--- src/rtl/prefix_adder_6b.sv ---
// 6-bit unsigned Kogge-Stone adder with a registered 7-bit result {ov, s5..s0}.
// Optional macro PREFIX_ADDER_IN_REG_EN adds an input register stage (latency 2).
// Otherwise the latency is 1 cycle.
// Scalar port names are part of the block's external interface and are kept as-is.

module prefix_adder_6b (
  input  logic clk,
  input  logic rst_n,
  input  logic x0,
  input  logic x1,
  input  logic x2,
  input  logic x3,
  input  logic x4,
  input  logic x5,
  input  logic y0,
  input  logic y1,
  input  logic y2,
  input  logic y3,
  input  logic y4,
  input  logic y5,
  output logic s0,
  output logic s1,
  output logic s2,
  output logic s3,
  output logic s4,
  output logic s5,
  output logic ov
);

  logic [5:0] x_op;
  logic [5:0] y_op;

`ifdef PREFIX_ADDER_IN_REG_EN
  logic [5:0] x_q, x_d;
  logic [5:0] y_q, y_d;

  always_comb begin
    x_d = {x5, x4, x3, x2, x1, x0};
    y_d = {y5, y4, y3, y2, y1, y0};
  end

  // Input stage: operands captured one cycle ahead of the prefix tree.
  always_ff @(posedge clk or negedge rst_n) begin
    if (!rst_n) begin
      x_q <= '0;
      y_q <= '0;
    end else begin
      x_q <= x_d;
      y_q <= y_d;
    end
  end

  assign x_op = x_q;
  assign y_op = y_q;
`else
  assign x_op = {x5, x4, x3, x2, x1, x0};
  assign y_op = {y5, y4, y3, y2, y1, y0};
`endif

  // Bitwise generate/propagate.
  logic [5:0] g0, p0;
  // Group generate after each level. Bit i is final (i down to 0) once i < 2^level.
  logic [5:0] g1, g2, g3;
  // Group propagate is only kept where a later black cell still needs it.
  logic [5:2] p1;
  logic [5:4] p2;

  for (genvar i = 0; i < 6; i++) begin : g_gp_cell
    assign g0[i] = x_op[i] & y_op[i];
    assign p0[i] = x_op[i] ^ y_op[i];
  end

  // Level 1, span 1.
  assign g1[0] = g0[0];
  assign g1[1] = g0[1] | (p0[1] & g0[0]);
  for (genvar i = 2; i < 6; i++) begin : g_l1_black
    assign g1[i] = g0[i] | (p0[i] & g0[i-1]);
    assign p1[i] = p0[i] & p0[i-1];
  end

  // Level 2, span 2.
  assign g2[1:0] = g1[1:0];
  for (genvar i = 2; i < 4; i++) begin : g_l2_grey
    assign g2[i] = g1[i] | (p1[i] & g1[i-2]);
  end
  for (genvar i = 4; i < 6; i++) begin : g_l2_black
    assign g2[i] = g1[i] | (p1[i] & g1[i-2]);
    assign p2[i] = p1[i] & p1[i-2];
  end

  // Level 3, span 4.
  assign g3[3:0] = g2[3:0];
  for (genvar i = 4; i < 6; i++) begin : g_l3_grey
    assign g3[i] = g2[i] | (p2[i] & g2[i-4]);
  end

  logic [6:0] sum_d, sum_q;

  // Post-processing: sum bit i uses the carry out of bits i-1..0.
  always_comb begin
    sum_d    = '0;
    sum_d[0] = p0[0];
    for (int i = 1; i < 6; i++) begin
      sum_d[i] = p0[i] ^ g3[i-1];
    end
    sum_d[6] = g3[5];
  end

  // Output stage: all 7 result bits are captured together.
  always_ff @(posedge clk or negedge rst_n) begin
    if (!rst_n) begin
      sum_q <= '0;
    end else begin
      sum_q <= sum_d;
    end
  end

  assign s0 = sum_q[0];
  assign s1 = sum_q[1];
  assign s2 = sum_q[2];
  assign s3 = sum_q[3];
  assign s4 = sum_q[4];
  assign s5 = sum_q[5];
  assign ov = sum_q[6];

endmodule

--- config.mk ---
export PLATFORM = sky130hd
export DESIGN_NAME = prefix_adder_6b
export DESIGN_NICKNAME = d
export VERILOG_FILES = /design/src/rtl/prefix_adder_6b.sv
export SDC_FILE = /design/constraint.sdc
export NUM_CORES = 1
export LEC_CHECK = 0
export CAP_MARGIN = 20
export CORE_AREA = 2 2 39 41
export CTS_BUF_LIST = sky130_fd_sc_hd__clkbuf_16
export DETAILED_ROUTE_END_ITERATION = 7
export DIE_AREA = 0 0 41 43
export GPL_ROUTABILITY_DRIVEN = 0
export GPL_TIMING_DRIVEN = 0
export PLACE_DENSITY = 0.68
export SYNTH_ARGS = -nofsm -noshare
export SYNTH_HDL_FRONTEND = slang
export SYNTH_SLANG_ARGS = --single-unit
--- constraint.sdc ---
create_clock -name clk -period 0.8 [get_ports clk]
set_input_delay 0.12 -clock clk [delete_from_list [all_inputs] [get_ports clk]]
set_output_delay 0.12 -clock clk [all_outputs]
set_load 0.05 [all_outputs]
==> impl_metrics.sql <==
INSERT INTO impl_metrics (metric_group, metric, value, unit) VALUES
('worst_setup_path', 'criticalPathCategory', 'in2reg', ''),
('sta', 'finalCriticalPeriod', '1.043', 'ns'),
('cells_and_area', 'area_delta_synth_final', '104.8', '%'),
('routing', 'routed_via_density', '4.780', ''),
('global_routing', 'track_usage', '13.93', '%'),
('floorplan', 'boundaryPins', '21', ''),
('cells_and_area', 'top_register', 'sum_q', ''),
('worst_setup_path', 'required', '0.92', 'ns'),
('synthesis', 'mappedNetlistArea', '417.9', 'um^2'),
('routing', 'drt-wirelength-per-cell', '14.01', 'um'),
('worst_setup_path', 'critical_path_start', 'x0', ''),
('power', 'power.leakage', '0.3912', 'nW'),
('placement', 'hpwl', '700.7', 'um'),
('sta', 'finalWorstSetupSlack', '-0.2435', 'ns'),
('power', 'power_frac_seq', '21.9', '%'),
('global_routing', 'antenna_found_initial', '0', ''),
('routing', 'detail_route.drc_violations', '0', ''),
('clock_tree', 'clock_tree.root_cell', 'clkbuf_16', ''),
('global_routing', 'maximum_number_of_pins_on_one_net_before_global_route_repair', '8', ''),
('floorplan', 'die_width', '41', 'um'),
('floorplan', 'dieArea', '1763', 'um^2'),
('worst_setup_path', 'critical_path_peak_fanout', '2', ''),
('sta', 'setup-violations-final', '13', ''),
('worst_setup_path', 'worstSetupEndpoint', 'sum_q[6]', ''),
('run_status', 'outcome', 'finished, violations left', ''),
('synthesis', 'synth.avg_cell_area', '11.94', 'um^2'),
('power', 'switching_share', '30.47', '%'),
('sta', 'setup_total_negative_slack', '-1.323', 'ns'),
('sta', 'rsz0062_at_grt', 'true', ''),
('worst_setup_path', 'startpoint_type', 'input pin', ''),
('synthesis', 'synth-edff-count', '0', ''),
('sta', 'slew_viols_final', '0', ''),
('floorplan', 'floorplan.die.height', '43', 'um'),
('routing', 'finalWirelength', '1149', 'um'),
('synthesis', 'post_synth_main_area_contributors', 'dfrtp_1, ha_1, xnor2_1, fa_1, inv_1', ''),
('synthesis', 'ys_types', '17', ''),
('synthesis', 'synth_top_area_share', '41.92', '%'),
('synthesis', 'netlist_instances', '35', ''),
('cells_and_area', 'final_layout_size_suffix_gt1_share', '65.15', '%'),
('synthesis', 'synth_top_area_cell', 'dfrtp_1', ''),
('cells_and_area', 'largest_register_ffs', '7', ''),
('cells_and_area', 'num_antenna_cells', '0', ''),
('worst_setup_path', 'end_kind', 'register', ''),
('run_status', 'failed_checks', 'negative setup slack', ''),
('global_routing', 'grt_pass1_wl', '1552', 'um'),
('power', 'power.internal', '1.394', 'mW'),
('synthesis', 'synth_commonest_cells', 'dfrtp_1, ha_1, inv_1', ''),
('flow_run', 'max_cap_viol_count', '0', ''),
('power', 'max-vdd-ir-drop', '0.8270', 'mV'),
('clock_tree', 'cts-root-to-sink-buffers', '2', ''),
('routing', 'drt-pass1-iter-count', '2', ''),
('clock_tree', 'cts_max_level', '1', ''),
('floorplan', 'initial_core_util', '30.20', '%'),
('synthesis', 'post-synth-top-count-cell', 'dfrtp_1', ''),
('power', 'pwr-share-clk', '42.1', '%'),
('synthesis', 'synthesis.nets', '56', ''),
('power', 'p_per_area', '2343', 'nW/um^2'),
('worst_setup_path', 'arrival_time_at_the_worst_endpoint', '1.16', 'ns'),
('worst_hold_path', 'hold_path_class', 'in2reg', ''),
('clock_tree', 'clock_sink_count', '7', ''),
('clock_tree', 'cts_tree', 'yes', ''),
('cells_and_area', 'largest_registers', 'sum_q (7)', ''),
('power', 'power_frac_comb', '36.0', '%'),
('sta', 'worst-slew-pin-transition', '0.3026', 'ns'),
('clock_tree', 'clk_pin_slew', '0.04', 'ns'),
('sta', 'final_number_of_hold_violating_endpoints', '0', ''),
('floorplan', 'placementRows', '14', ''),
('cells_and_area', 'finalNetCount', '88', ''),
('routing', 'detail-route-antenna-nets', '0', ''),
('clock_tree', 'postCtsHoldBufs', '0', ''),
('synthesis', 'synth-seq-cells', '7', '');
## through the flow
stage	util (%)	power, mW	cells	area [um^2]
after floorplan	-	0.7981	35	445.4
after global placement	48.10	1.007	71	665.6
after detailed placement	48.10	1.020	71	665.6
after CTS	59.76	1.954	80	827.0
after global routing	61.84	2.087	82	855.8
final	61.84	2.006	82	855.8
## area by class of cell
| type | instances | area, um^2 |
|---|---|---|
| Clock inverter | 1 | 3.754 |
| Sequential cell | 7 | 175.2 |
| Multi-Input combinational cell | 24 | 314.1 |
| Inverter | 4 | 15.01 |
| Clock buffer | 3 | 75.07 |
| Fill cell | 111 | 528.0 |
| Tap cell | 16 | 20.02 |
| Timing Repair Buffer | 27 | 252.7 |
## cells by family (layout without fill, tap and decap cells)
group / count (synthesis) / after routing / share of synthesized area [%]
AO/OA/AOI/OAI: 11 / 11 / 19.76
adder cells (fa/ha/maj): 7 / 7 / 22.75
flip-flops: 7 / 7 / 41.92
buffers and inverters: 4 / 35 / 3.592
XOR/XNOR: 3 / 3 / 6.289
AND/OR/NAND/NOR: 3 / 3 / 5.688
## worst min path at each step
stage	from	end	slack (ns)	depth (start not counted)
final	y0	sum_q[0]	0.11	2
after floorplan	rst_n	sum_q[0]	-0.18	0
after CTS	x0	sum_q[0]	0.11	2
after detailed placement	rst_n	sum_q[0]	0.39	1
after global routing	y0	sum_q[0]	0.12	2
after global placement	rst_n	sum_q[6]	0.39	1
## placed cells by master, fill, tap and decap left out, drive strengths merged
cell,instances
o21a,1
o21ai,3
a21oi,3
clkdlybuf4s15,1
a211oi,1
inv,5
nor2b,1
nor2,1
dlygate4sd2,1
a21o,1
clkbuf,5
clkdlybuf4s50,3
o21bai,1
ha,6
dfrtp,7
xnor2,3
fa,1
buf,20
o31a,1
nand2b,1
## repair_timing
item                                    in CTS  in global routing
endpoints found under the setup margin      13                 13
gates cloned                                 0                  0
resized for setup                           89                 13
pin swaps                                   14                 11
setup buffers                                5                  2
## power groups by stage
stage | clock network (mW) | logic, mW | registers, mW
2_1_floorplan | 0 | 0.160 | 0.638
6_report | 0.845 | 0.721 | 0.440
3_3_place_gp | 0 | 0.578 | 0.429
5_1_grt | 0.877 | 0.765 | 0.445
3_5_place_dp | 0 | 0.588 | 0.431
4_1_cts | 0.849 | 0.666 | 0.439
## worst max-delay path, cell delays in order
cell,delay (ns)
buf_6,0.10
ha_4,0.15
inv_2,0.05
fa_2,0.23
nor2b_4,0.05
o31a_4,0.28
o21ai_2,0.11
nand2b_1,0.06
## metal layers
layer | up-vias | wire length [um] | track usage [%]
met3 | 5 | 83 | 3.665
met5 | - | 0 | 0
met2 | 21 | 650 | 24.69
met1 | 184 | 367 | 10.78
li1 | 182 | - | -
met4 | 0 | 46 | 12.67
Note: power is estimated with default switching activity, not from simulation.
